`config.mk`:
```
export PLATFORM = sky130hd
export DESIGN_NAME = npc_mem_arbiter_flat
export DESIGN_NICKNAME = d
export VERILOG_FILES = /design/src/rtl/npc_mem_arbiter_if.sv /design/src/rtl/npc_mem_arbiter.sv /design/src/flat_wrapper.sv
export SDC_FILE = /design/constraint.sdc
export NUM_CORES = 1
export LEC_CHECK = 0
export CORE_AREA = 2 2 211 213
export CTS_CLUSTER_DIAMETER = 40
export DETAILED_ROUTE_END_ITERATION = 12
export DIE_AREA = 0 0 213 215
export PLACE_DENSITY = 0.54
export SYNTH_ARGS = -nofsm -noshare
export SYNTH_HDL_FRONTEND = slang
export SYNTH_SLANG_ARGS = --single-unit
```
`constraint.sdc`:
```
create_clock -name clk -period 2.3 [get_ports clk]
set_input_delay 0.345 -clock clk [delete_from_list [all_inputs] [get_ports clk]]
set_output_delay 0.345 -clock clk [all_outputs]
set_load 0.01 [all_outputs]
```
`src/rtl/npc_mem_arbiter_if.sv`:
```
// Bus bundle for npc_mem_arbiter: IFU/LSU requester ports, shared memory port and error flag.
// slave is the arbiter's view; master is the core / memory-model side.
interface npc_mem_arbiter_if;
  logic        ifu_req_valid;
  logic        ifu_req_ready;
  logic [63:0] ifu_req_addr;
  logic        ifu_rsp_valid;
  logic [63:0] ifu_rsp_data;
  logic        lsu_req_valid;
  logic        lsu_req_ready;
  logic [63:0] lsu_req_addr;
  logic        lsu_req_wen;
  logic [63:0] lsu_req_wdata;
  logic [7:0]  lsu_req_wmask;
  logic        lsu_rsp_valid;
  logic [63:0] lsu_rsp_data;
  logic        mem_req_valid;
  logic        mem_req_ready;
  logic [63:0] mem_req_addr;
  logic        mem_req_wen;
  logic [63:0] mem_req_wdata;
  logic [7:0]  mem_req_wmask;
  logic        mem_rsp_valid;
  logic [63:0] mem_rsp_data;
  logic        err_timeout;

  modport slave (
    input  ifu_req_valid, ifu_req_addr,
    input  lsu_req_valid, lsu_req_addr, lsu_req_wen, lsu_req_wdata, lsu_req_wmask,
    input  mem_req_ready, mem_rsp_valid, mem_rsp_data,
    output ifu_req_ready, ifu_rsp_valid, ifu_rsp_data,
    output lsu_req_ready, lsu_rsp_valid, lsu_rsp_data,
    output mem_req_valid, mem_req_addr, mem_req_wen, mem_req_wdata, mem_req_wmask,
    output err_timeout
  );

  modport master (
    output ifu_req_valid, ifu_req_addr,
    output lsu_req_valid, lsu_req_addr, lsu_req_wen, lsu_req_wdata, lsu_req_wmask,
    output mem_req_ready, mem_rsp_valid, mem_rsp_data,
    input  ifu_req_ready, ifu_rsp_valid, ifu_rsp_data,
    input  lsu_req_ready, lsu_rsp_valid, lsu_rsp_data,
    input  mem_req_valid, mem_req_addr, mem_req_wen, mem_req_wdata, mem_req_wmask,
    input  err_timeout
  );
endinterface

```
`src/rtl/npc_mem_arbiter.sv`:
```
// Shares one memory port between IFU and LSU, one transaction outstanding at a time.
// Define NPC_ARB_RR_EN for strict round-robin; default is LSU priority with an IFU starvation escape.
module npc_mem_arbiter #(
  parameter int unsigned STARVE_MAX = 4,
  parameter int unsigned TIMEOUT    = 255
) (
  input logic               clk,
  input logic               rst,
  npc_mem_arbiter_if.slave  bus
);
  localparam int unsigned TW = $clog2(TIMEOUT + 1);

  typedef enum logic [1:0] {IDLE, REQ, RESP} state_e;

  state_e          state_q, state_d;
  logic            owner_lsu_q, owner_lsu_d;
  logic [63:0]     addr_q, addr_d;
  logic            wen_q, wen_d;
  logic [63:0]     wdata_q, wdata_d;
  logic [7:0]      wmask_q, wmask_d;
  logic [TW-1:0]   tmo_q, tmo_d;
  logic            ifu_rsp_valid_q, ifu_rsp_valid_d;
  logic [63:0]     ifu_rsp_data_q, ifu_rsp_data_d;
  logic            lsu_rsp_valid_q, lsu_rsp_valid_d;
  logic [63:0]     lsu_rsp_data_q, lsu_rsp_data_d;
  logic            err_q, err_d;
  logic            grant_ifu, grant_lsu;
  logic [63:0]     rsp_word;
`ifdef NPC_ARB_RR_EN
  logic            last_lsu_q, last_lsu_d;
`else
  localparam int unsigned SW = $clog2(STARVE_MAX + 1);
  logic [SW-1:0]   starve_q, starve_d;
`endif

  always_ff @(posedge clk) begin
    if (rst) begin
      state_q         <= IDLE;
      owner_lsu_q     <= 1'b0;
      addr_q          <= '0;
      wen_q           <= 1'b0;
      wdata_q         <= '0;
      wmask_q         <= '0;
      tmo_q           <= '0;
      ifu_rsp_valid_q <= 1'b0;
      ifu_rsp_data_q  <= '0;
      lsu_rsp_valid_q <= 1'b0;
      lsu_rsp_data_q  <= '0;
      err_q           <= 1'b0;
`ifdef NPC_ARB_RR_EN
      last_lsu_q      <= 1'b1;
`else
      starve_q        <= '0;
`endif
    end else begin
      state_q         <= state_d;
      owner_lsu_q     <= owner_lsu_d;
      addr_q          <= addr_d;
      wen_q           <= wen_d;
      wdata_q         <= wdata_d;
      wmask_q         <= wmask_d;
      tmo_q           <= tmo_d;
      ifu_rsp_valid_q <= ifu_rsp_valid_d;
      ifu_rsp_data_q  <= ifu_rsp_data_d;
      lsu_rsp_valid_q <= lsu_rsp_valid_d;
      lsu_rsp_data_q  <= lsu_rsp_data_d;
      err_q           <= err_d;
`ifdef NPC_ARB_RR_EN
      last_lsu_q      <= last_lsu_d;
`else
      starve_q        <= starve_d;
`endif
    end
  end

  always_comb begin
    state_d         = state_q;
    owner_lsu_d     = owner_lsu_q;
    addr_d          = addr_q;
    wen_d           = wen_q;
    wdata_d         = wdata_q;
    wmask_d         = wmask_q;
    tmo_d           = tmo_q;
    ifu_rsp_valid_d = 1'b0;
    ifu_rsp_data_d  = ifu_rsp_data_q;
    lsu_rsp_valid_d = 1'b0;
    lsu_rsp_data_d  = lsu_rsp_data_q;
    err_d           = err_q;
    rsp_word        = '0;
`ifdef NPC_ARB_RR_EN
    last_lsu_d      = last_lsu_q;
`else
    starve_d        = starve_q;
`endif
    unique case (state_q)
      IDLE: begin
        if (grant_ifu) begin
          state_d     = REQ;
          owner_lsu_d = 1'b0;
          addr_d      = bus.ifu_req_addr;
          wen_d       = 1'b0;
          wdata_d     = '0;
          wmask_d     = '0;
`ifdef NPC_ARB_RR_EN
          last_lsu_d  = 1'b0;
`else
          starve_d    = '0;
`endif
        end else if (grant_lsu) begin
          state_d     = REQ;
          owner_lsu_d = 1'b1;
          addr_d      = bus.lsu_req_addr;
          wen_d       = bus.lsu_req_wen;
          wdata_d     = bus.lsu_req_wdata;
          wmask_d     = bus.lsu_req_wen ? bus.lsu_req_wmask : 8'h00;
`ifdef NPC_ARB_RR_EN
          last_lsu_d  = 1'b1;
`else
          if (bus.ifu_req_valid && (starve_q != SW'(STARVE_MAX)))
            starve_d = starve_q + SW'(1);
`endif
        end
      end
      REQ: begin
        if (bus.mem_req_ready) begin
          state_d = RESP;
          tmo_d   = '0;
        end
      end
      RESP: begin
        tmo_d = tmo_q + TW'(1);
        // A response arriving on the timeout cycle still counts as a normal completion.
        if (bus.mem_rsp_valid || (tmo_q == TW'(TIMEOUT))) begin
          state_d  = IDLE;
          rsp_word = bus.mem_rsp_valid ? bus.mem_rsp_data : 64'h0;
          err_d    = err_q | ~bus.mem_rsp_valid;
          if (owner_lsu_q) begin
            lsu_rsp_valid_d = 1'b1;
            lsu_rsp_data_d  = wen_q ? 64'h0 : rsp_word;
          end else begin
            ifu_rsp_valid_d = 1'b1;
            ifu_rsp_data_d  = rsp_word;
          end
        end
      end
      default: state_d = IDLE;
    endcase
  end

  always_comb begin
    grant_ifu = 1'b0;
    grant_lsu = 1'b0;
    if ((state_q == IDLE) && !rst) begin
`ifdef NPC_ARB_RR_EN
      if (bus.ifu_req_valid && bus.lsu_req_valid) begin
        grant_ifu = last_lsu_q;
        grant_lsu = ~last_lsu_q;
      end else begin
        grant_ifu = bus.ifu_req_valid;
        grant_lsu = bus.lsu_req_valid;
      end
`else
      if (bus.ifu_req_valid && (!bus.lsu_req_valid || (starve_q == SW'(STARVE_MAX))))
        grant_ifu = 1'b1;
      else
        grant_lsu = bus.lsu_req_valid;
`endif
    end
    bus.ifu_req_ready = grant_ifu;
    bus.lsu_req_ready = grant_lsu;
    bus.mem_req_valid = (state_q == REQ);
    bus.mem_req_addr  = addr_q;
    bus.mem_req_wen   = wen_q;
    bus.mem_req_wdata = wdata_q;
    bus.mem_req_wmask = wmask_q;
    bus.ifu_rsp_valid = ifu_rsp_valid_q;
    bus.ifu_rsp_data  = ifu_rsp_data_q;
    bus.lsu_rsp_valid = lsu_rsp_valid_q;
    bus.lsu_rsp_data  = lsu_rsp_data_q;
    bus.err_timeout   = err_q;
  end
endmodule

```
`src/flat_wrapper.sv`:
```
// flat-port wrapper written by rule: the top's interface ports become plain ports
module npc_mem_arbiter_flat 
#(
  parameter int unsigned STARVE_MAX = 4,
  parameter int unsigned TIMEOUT    = 255
)
  (clk, rst, bus_ifu_req_valid, bus_ifu_req_addr, bus_lsu_req_valid, bus_lsu_req_addr, bus_lsu_req_wen, bus_lsu_req_wdata, bus_lsu_req_wmask, bus_mem_req_ready, bus_mem_rsp_valid, bus_mem_rsp_data, bus_ifu_req_ready, bus_ifu_rsp_valid, bus_ifu_rsp_data, bus_lsu_req_ready, bus_lsu_rsp_valid, bus_lsu_rsp_data, bus_mem_req_valid, bus_mem_req_addr, bus_mem_req_wen, bus_mem_req_wdata, bus_mem_req_wmask, bus_err_timeout);
  npc_mem_arbiter_if bus_i ();
  input logic clk;
  input logic rst;
  input wire logic [$bits(bus_i.ifu_req_valid)-1:0] bus_ifu_req_valid;
  input wire logic [$bits(bus_i.ifu_req_addr)-1:0] bus_ifu_req_addr;
  input wire logic [$bits(bus_i.lsu_req_valid)-1:0] bus_lsu_req_valid;
  input wire logic [$bits(bus_i.lsu_req_addr)-1:0] bus_lsu_req_addr;
  input wire logic [$bits(bus_i.lsu_req_wen)-1:0] bus_lsu_req_wen;
  input wire logic [$bits(bus_i.lsu_req_wdata)-1:0] bus_lsu_req_wdata;
  input wire logic [$bits(bus_i.lsu_req_wmask)-1:0] bus_lsu_req_wmask;
  input wire logic [$bits(bus_i.mem_req_ready)-1:0] bus_mem_req_ready;
  input wire logic [$bits(bus_i.mem_rsp_valid)-1:0] bus_mem_rsp_valid;
  input wire logic [$bits(bus_i.mem_rsp_data)-1:0] bus_mem_rsp_data;
  output wire logic [$bits(bus_i.ifu_req_ready)-1:0] bus_ifu_req_ready;
  output wire logic [$bits(bus_i.ifu_rsp_valid)-1:0] bus_ifu_rsp_valid;
  output wire logic [$bits(bus_i.ifu_rsp_data)-1:0] bus_ifu_rsp_data;
  output wire logic [$bits(bus_i.lsu_req_ready)-1:0] bus_lsu_req_ready;
  output wire logic [$bits(bus_i.lsu_rsp_valid)-1:0] bus_lsu_rsp_valid;
  output wire logic [$bits(bus_i.lsu_rsp_data)-1:0] bus_lsu_rsp_data;
  output wire logic [$bits(bus_i.mem_req_valid)-1:0] bus_mem_req_valid;
  output wire logic [$bits(bus_i.mem_req_addr)-1:0] bus_mem_req_addr;
  output wire logic [$bits(bus_i.mem_req_wen)-1:0] bus_mem_req_wen;
  output wire logic [$bits(bus_i.mem_req_wdata)-1:0] bus_mem_req_wdata;
  output wire logic [$bits(bus_i.mem_req_wmask)-1:0] bus_mem_req_wmask;
  output wire logic [$bits(bus_i.err_timeout)-1:0] bus_err_timeout;
  assign bus_i.ifu_req_valid = bus_ifu_req_valid;
  assign bus_i.ifu_req_addr = bus_ifu_req_addr;
  assign bus_i.lsu_req_valid = bus_lsu_req_valid;
  assign bus_i.lsu_req_addr = bus_lsu_req_addr;
  assign bus_i.lsu_req_wen = bus_lsu_req_wen;
  assign bus_i.lsu_req_wdata = bus_lsu_req_wdata;
  assign bus_i.lsu_req_wmask = bus_lsu_req_wmask;
  assign bus_i.mem_req_ready = bus_mem_req_ready;
  assign bus_i.mem_rsp_valid = bus_mem_rsp_valid;
  assign bus_i.mem_rsp_data = bus_mem_rsp_data;
  assign bus_ifu_req_ready = bus_i.ifu_req_ready;
  assign bus_ifu_rsp_valid = bus_i.ifu_rsp_valid;
  assign bus_ifu_rsp_data = bus_i.ifu_rsp_data;
  assign bus_lsu_req_ready = bus_i.lsu_req_ready;
  assign bus_lsu_rsp_valid = bus_i.lsu_rsp_valid;
  assign bus_lsu_rsp_data = bus_i.lsu_rsp_data;
  assign bus_mem_req_valid = bus_i.mem_req_valid;
  assign bus_mem_req_addr = bus_i.mem_req_addr;
  assign bus_mem_req_wen = bus_i.mem_req_wen;
  assign bus_mem_req_wdata = bus_i.mem_req_wdata;
  assign bus_mem_req_wmask = bus_i.mem_req_wmask;
  assign bus_err_timeout = bus_i.err_timeout;
  npc_mem_arbiter #(.STARVE_MAX(STARVE_MAX), .TIMEOUT(TIMEOUT)) u_core (.clk(clk), .rst(rst), .bus(bus_i));
endmodule
```
==> metrics, run 1 <==
CP Max Fanout=6; CTS Buf Count=a little over 50; dpl cells=around 2.1k; postcts setup bufs=0; # DRC=0; Clock transition at path regs=~0.050 ns; Net Sw Power=0.00341 W; Comb pwr share=around an eighth; CTS max path bufs=3; Area Growth Syn to Fin=73.9%; Net Sw Frac=approximately a quarter; Worst EP required=1.96 ns; Vias per Instance=~4.7; IO Port Bufs=~540; min cycle time layout=2.22 ns; met2 GRT Util=about 29%; wire per inst=18.5 um; TritonCTS sink count=282; pwr/cell area=about 770 mW/mm^2; EDFF count, synth=0; Max VDD drop=between 0.0004 and 0.0005 V; Avg Inst Size Synth=around 10 um^2; endpoints failing setup=0; WHS=between 0.1 and 0.15 ns; GPL Wtd Cong=between 0.7 and 0.8; clock power share=between 50% and 60%; Detail Route Antenna Nets=0; met3 GRT Util=roughly 7.3%; initial antenna violation count=3; die width=213 um; vias=between 10k and 15k; Setup Skew=0.0156 ns; Synth Cell Area=0.0106 mm^2; hold_buf cts=0; clk root buf=clkbuf_16; post-route cell area=0.0184 mm^2; worst min path class=in2reg; H-tree Lvls=2; Seq/Total Area, Yosys=a little over half; Synth top area share=a little over half; CP Capture Type=output pin; synth warn=0; GRT busiest layer=met2; Seq pwr share=a little under two fifths; initial DRC count=524; cell taking the most area after synthesis=dfxtp_1; synthesized flop and latch total=between 200 and 300; most frequent cell after synthesis=dfxtp_1; core area=0.0436 mm^2; fin. max-slew vios=0; Worst-Margin Slew=around 0.95 ns; CP Class=reg2out; drt pass-1 iters=6; Rows=77; cell count after synthesis=roughly 1.1k; global-route wire length before repair=between 60,000 and 70,000 um; leakage power=around 6.5 nW; final wirelength=~40,000 um; GRT Util Overall=between 15 and 20%; Slew headroom=a little under two fifths; area occupied by multi-input gates=~0.0045 mm^2; max cap viols=0; asr flop ratio synth=0%; Synth Flop Type=dfxtp_1; Final Util=around 42%; Layout Cells excl Fill=approximately 2.2k; crit path DAT=1.87 ns; grt ovf=0; RSZ-0062 raised after global routing=false; Worst-Skew Late Latency=approximately 0.56 ns; Hold Vio Cnt, Final=0; pin count of the biggest net entering global routing=between 100 and 150; IO Pins=roughly 540; Netlist cell types=40; DP HPWL=around 29,000 um; Initial Util=roughly a quarter; DP Area=between 0.015 and 0.02 mm^2; crit share post-route=between 90% and 100%; syn_nets=around 1.3k; die height=215 um; outcome=complete, no violations; top cells by area, synth=dfxtp_1 53%, a22o_1 11%, a311oi_2 8.5%; fillers=between 4k and 5k; vias in the first global route=10.7k; layout cell share with drive strength beyond 1=roughly an eighth; fmax=451 MHz; P_int=between 0.01 and 0.015 W; Synth top cells by count=282 x dfxtp_1, 196 x nand2_1, 128 x a22o_1; Register Area=~0.0057 mm^2; DIE AREA=between 0.04 and 0.05 mm^2; Critical Path Start Type=register; met1 usage=20.1%; CTS tree=done; Pwr Total=approximately 0.014 W; Final Net Count=~1.9k
[final timing paths]
path	start	endpoint	slack (ns)	cells after the start
min reg2reg	u_core.bus.mem_req_wmask[0]$_SDFFE_PP0P_	u_core.bus.mem_req_wmask[0]$_SDFFE_PP0P_	0.46	1
max reg2reg	u_core.starve_q[0]$_SDFFE_PP0P_	u_core.bus.mem_req_addr[16]$_SDFFE_PP0P_	0.22	9
min	rst	u_core.bus.ifu_rsp_data[9]$_SDFFE_PP0P_	0.13	3
max	u_core.state_q[0]$_SDFFE_PP0P_	bus_ifu_req_ready	0.08	5
[final cells by class]
class,count,share of cell area (%)
Antenna cell,1,0.0136
Clock buffer,72,7.84
Clock inverter,18,1.11
Inverter,5,0.102
Multi-Input combinational cell,670,24.4
Sequential cell,282,30.6
Tap cell,592,4.02
Timing Repair Buffer,579,31.8
[cell usage in the layout (no fill, tap or decap), types with 4 or more instances in the layout]
cell type        netlist  routed
clkdlybuf4s50_1        0     538
dfxtp_1              282     279
nand2_1              196     196
a22o_1               128     128
nor2_1                79      77
a21oi_1               76      74
o31ai_1               64      64
a311oi_2              60      60
clkbuf_16              0      51
buf_4                  6      24
buf_12                 0      14
clkbuf_1              63      12
nor3_1                 9       9
clkbuf_8               0       9
a32o_1                 8       8
nand3b_1               7       7
clkinv_2               0       6
o21ai_0                5       5
inv_1                  5       4
a311oi_1               4       4
clkinvlp_4             0       4
[what timing repair did]
action / CTS / global route
endpoints found under the setup margin: 2 / 1
pin swaps: 0 / 1
cloned: 0 / 0
gates resized for setup: 15 / 1
[power groups by stage]
| stage | Clock [W] | Sequential (W) | Combinational (W) |
|---|---|---|---|
| after floorplan | 0 | 0.00535 | 0.000560 |
| after global placement | 0 | 0.00527 | 0.00172 |
| after detailed placement | 0 | 0.00527 | 0.00173 |
| after CTS | 0.00743 | 0.00519 | 0.00174 |
| after global routing | 0.00769 | 0.00520 | 0.00183 |
| final | 0.00725 | 0.00519 | 0.00171 |
[critical path, stage by stage (launching register included)]
cell      delay, ns
dfxtp_2        0.33
buf_4          0.15
or4b_4         0.51
nand2b_4       0.16
inv_2          0.06
buf_6          0.10
[kinds of logic (layout without fill, tap and decap cells)]
family          after synthesis  in the layout  synth area share (%)
other cells                   0              1                     0
fa+ha+maj                     3              3                 0.354
flops                       282            282                  53.2
buf+inv                     109            674                  4.83
simple gates                307            307                  11.8
compound gates              356            356                  29.4
mux                           2              2                 0.201
xor+xnor                      2              2                 0.165
[layer usage]
metal  vias to the layer above  wire, um  share of wire [%]
met1                      4925     16500                 40
met5                         -        27              0.066
met2                       403     19300                 47
li1                       4939         -                  -
met3                        74      4170                 10
met4                         4      1120                2.7
[sequential cells by signal, indices dropped and copies added (netlist names)]
name                      flops
u_core.starve_q               3
u_core.bus.mem_req_wen        1
u_core.state_q                2
u_core.bus.err_timeout        1
u_core.bus.ifu_rsp_data      64
u_core.bus.lsu_rsp_data      64
u_core.tmo_q                  8
u_core.bus.mem_req_wmask      8
u_core.bus.mem_req_wdata     64
u_core.bus.lsu_rsp_valid      1
u_core.bus.mem_req_addr      64
u_core.bus.ifu_rsp_valid      1
u_core.owner_lsu_q            1
[per-stage QoR]
stage / worst slack, ns / setup TNS [ns]
after floorplan: 0.543 / 0
after global placement: -0.332 / -13.57
after detailed placement: -0.332 / -15.17
after CTS: 0.0202 / 0
after global routing: 0.00430 / 0
final: 0.0805 / 0
Note: power is estimated with default switching activity, not from simulation.
==> inputs of run 2 (changes only) <==
--- a/config.mk
+++ b/config.mk
@@ -10,6 +10,7 @@
 export DETAILED_ROUTE_END_ITERATION = 12
 export DIE_AREA = 0 0 213 215
 export PLACE_DENSITY = 0.54
+export SLEW_MARGIN = 10
 export SYNTH_ARGS = -nofsm -noshare
 export SYNTH_HDL_FRONTEND = slang
 export SYNTH_SLANG_ARGS = --single-unit
==> results of run 2 <==
Final layout, timing and power as in run 1 (identical DEF).
==> inputs of run 3 (changes only) <==
==> constraint.sdc (replaced) <==
create_clock -name clk -period 2.3 [get_ports clk]
set_input_delay 0.46 -clock clk [delete_from_list [all_inputs] [get_ports clk]]
set_output_delay 0.46 -clock clk [all_outputs]
set_load 0.01 [all_outputs]
==> run 3 against run 2 <==
Sequential power about the same. Sequential share of layout area decreased by 0.37 points. First-iteration DRC count decreased by 4.6%. Critical path depth unchanged. Final area increased by 1.2%. Fmax decreased by 2.9%. Clock power increased by 3%. Hold slack improved by 0.33 ns. Largest cell class unchanged. Largest power group unchanged.
==> metrics, run 3 (same netlist as run 1, synthesis figures left out) <==
CP Class=reg2out (unchanged); hold_buf cts=0 (unchanged); Setup Skew=0.0193 ns (was 0.0156 ns); fillers=4,237 (was 4,242); fin. max-slew vios=0 (unchanged); Worst-Margin Slew=0.901 ns (was 0.948 ns); crit share post-route=99.4% (was 96.5%); # DRC=0 (unchanged); final wirelength=41,000 um (was 41,100 um); initial antenna violation count=2 (was 3); Layout Cells excl Fill=2,242 (was 2,219); Register Area=0.00565 mm^2 (unchanged); Area Growth Syn to Fin=76.1% (was 73.9%); Worst EP required=1.84 ns (was 1.96 ns); CTS max path bufs=3 (unchanged); dpl cells=2,147 (was 2,128); die width=213 um (unchanged); DP Area=0.0169 mm^2 (was 0.0168 mm^2); leakage power=6.62 nW (was 6.49 nW); grt ovf=0 (unchanged); min cycle time layout=2.29 ns (was 2.22 ns); pwr/cell area=769 mW/mm^2 (was 767 mW/mm^2); Hold Vio Cnt, Final=0 (unchanged); IO Port Bufs=541 (unchanged); pin count of the biggest net entering global routing=85 (was 140); Worst-Skew Late Latency=0.58 ns (was 0.56 ns); Final Net Count=1,885 (was 1,863); layout cell share with drive strength beyond 1=13.8% (was 12.1%); endpoints failing setup=0 (unchanged); most common cell after layout, fill and taps aside=clkdlybuf4s50_1 (unchanged); Crit path top cell by count=buf_6; wire per inst=18.3 um (was 18.5 um); Vias per Instance=4.64 (was 4.66); Critical Path Start Type=register (unchanged); drt pass-1 iters=5 (was 6); Reg2Reg Setup Slack=0.12 ns (was 0.22 ns); H-tree Lvls=2 (unchanged); outcome=complete, no violations (unchanged); CTS Buf Count=50 (was 51); global-route wire length before repair=61,900 um (was 62,800 um); critical path's slowest cell=or4b_4 (unchanged); worst min path class=reg2reg (was in2reg); Worst path max stage delay=0.51 ns (about the same); Pwr Total=0.0144 W (was 0.0141 W); Rows=77 (unchanged); fmax=437 MHz (was 451 MHz); DP HPWL=29,100 um (was 28,600 um); area occupied by multi-input gates=0.00451 mm^2 (about the same); cells along the critical path=buf_6 -> or4b_4 -> nand2b_4 -> inv_2 -> buf_6 (was buf_4 -> or4b_4 -> nand2b_4 -> inv_2 -> buf_6); vias=10.4k (was 10.3k); most frequent cells in the layout=537 x clkdlybuf4s50_1, 277 x dfxtp_1, 196 x nand2_1 (was 538 x clkdlybuf4s50_1, 279 x dfxtp_1, 196 x nand2_1); max cap viols=0 (unchanged); Slew headroom=39.9% (was 36.8%); CP Max Fanout=2 (was 6); Worst path top cell family by delay=simple AND/OR/NAND/NOR gates (unchanged); vias in the first global route=10.6k (was 10.7k); core area=0.0436 mm^2 (unchanged); clk root buf=clkbuf_16 (unchanged); GPL Wtd Cong=0.804 (was 0.782); IO Pins=542 (unchanged); initial DRC count=500 (was 524); Clock transition at path regs=0.05 ns (about the same); Max VDD drop=0.000484 V (was 0.000445 V); RSZ-0062 raised after global routing=true (was false); CP Capture Type=output pin (unchanged); die height=215 um (unchanged); DIE AREA=0.0458 mm^2 (unchanged); GRT Util Overall=17.2% (was 17.4%); crit path DAT=1.83 ns (was 1.87 ns); TritonCTS sink count=282 (unchanged); Crit path buffers/inverters=3 (unchanged); Detail Route Antenna Nets=0 (unchanged); post-route cell area=0.0187 mm^2 (was 0.0184 mm^2); CTS tree=done (unchanged); Initial Util=24.3% (unchanged)
run 3: cell count changes in the layout (fill, tap and decap cells not counted), sizes merged, moves of 3 or more:
cell,change
buf,+22
bufinv,+3
clkbuf,-12
clkinv,+5
clkinvlp,+4
run 3: worst register-to-register path, delay by kind of cell, from the launching register on:
kind	cells	cell delay [ns]
AOI/OAI and AO/OA	1	0.26
and+or+nand+nor	2	0.67
buffers and inverters	4	0.81
DFF	1	0.33
run 3: final timing paths:
| kind | from | endpoint | cells past startpoint |
|---|---|---|---|
| max | u_core.state_q[0]$_SDFFE_PP0P_ | bus_ifu_req_ready | 5 |
| min | u_core.bus.mem_req_wmask[6]$_SDFFE_PP0P_ | u_core.bus.mem_req_wmask[6]$_SDFFE_PP0P_ | 1 |
| max reg2reg | u_core.state_q[0]$_SDFFE_PP0P_ | u_core.bus.mem_req_addr[38]$_SDFFE_PP0P_ | 7 |
| min reg2reg | u_core.bus.mem_req_wmask[6]$_SDFFE_PP0P_ | u_core.bus.mem_req_wmask[6]$_SDFFE_PP0P_ | 1 |
run 3: layout make-up:
class | instances | area share (%)
diodes | 1 | 0.0134
flip-flops and latches | 282 | 30.3
clock inverters | 31 | 2.00
well taps | 592 | 3.97
inverters | 5 | 0.101
clock buffers | 59 | 7.10
repair buffers | 602 | 32.4
multi-input cells | 670 | 24.2
run 3: through the flow:
step	util [%]	hold slack (ns)	worst slack, ns	setup TNS, ns
5_1_grt	42.8	0.462	-0.0659	-0.114
6_report	42.8	0.464	0.0134	0
4_1_cts	42.7	0.436	-0.0288	-0.0407
3_3_place_gp	38.7	0.448	-0.586	-44.27
2_1_floorplan	-	0.462	0.314	0
3_5_place_dp	38.7	0.453	-0.593	-46.10
run 3: repair_timing:
item                                    in CTS  in global routing
pin swaps                                    3                  3
buffers inserted                             2                  1
endpoints found under the setup margin       3                 45
gates cloned                                 0                  1
gates resized for setup                     18                  4
run 3: metal layers:
| metal | GRT usage (%) | share of wire [%] | wire, um | vias up |
|---|---|---|---|---|
| met1 | 20.1 | 40 | 16500 | 4947 |
| li1 | - | - | - | 4993 |
| met5 | 0 | 0.032 | 13 | - |
| met3 | 7.25 | 10 | 4270 | 58 |
| met4 | 5.13 | 2.2 | 905 | 2 |
| met2 | 28.4 | 47 | 19300 | 414 |
run 3: power by group:
| part | switching, W | leakage [nW] | total, W | internal [W] |
|---|---|---|---|---|
| logic | 0.000751 | 3.52 | 0.00173 | 0.000976 |
| registers | 0.000105 | 2.29 | 0.00518 | 0.00508 |
| clock network | 0.00263 | 0.810 | 0.00745 | 0.00481 |
| total | 0.00349 | 6.62 | 0.0144 | 0.0109 |
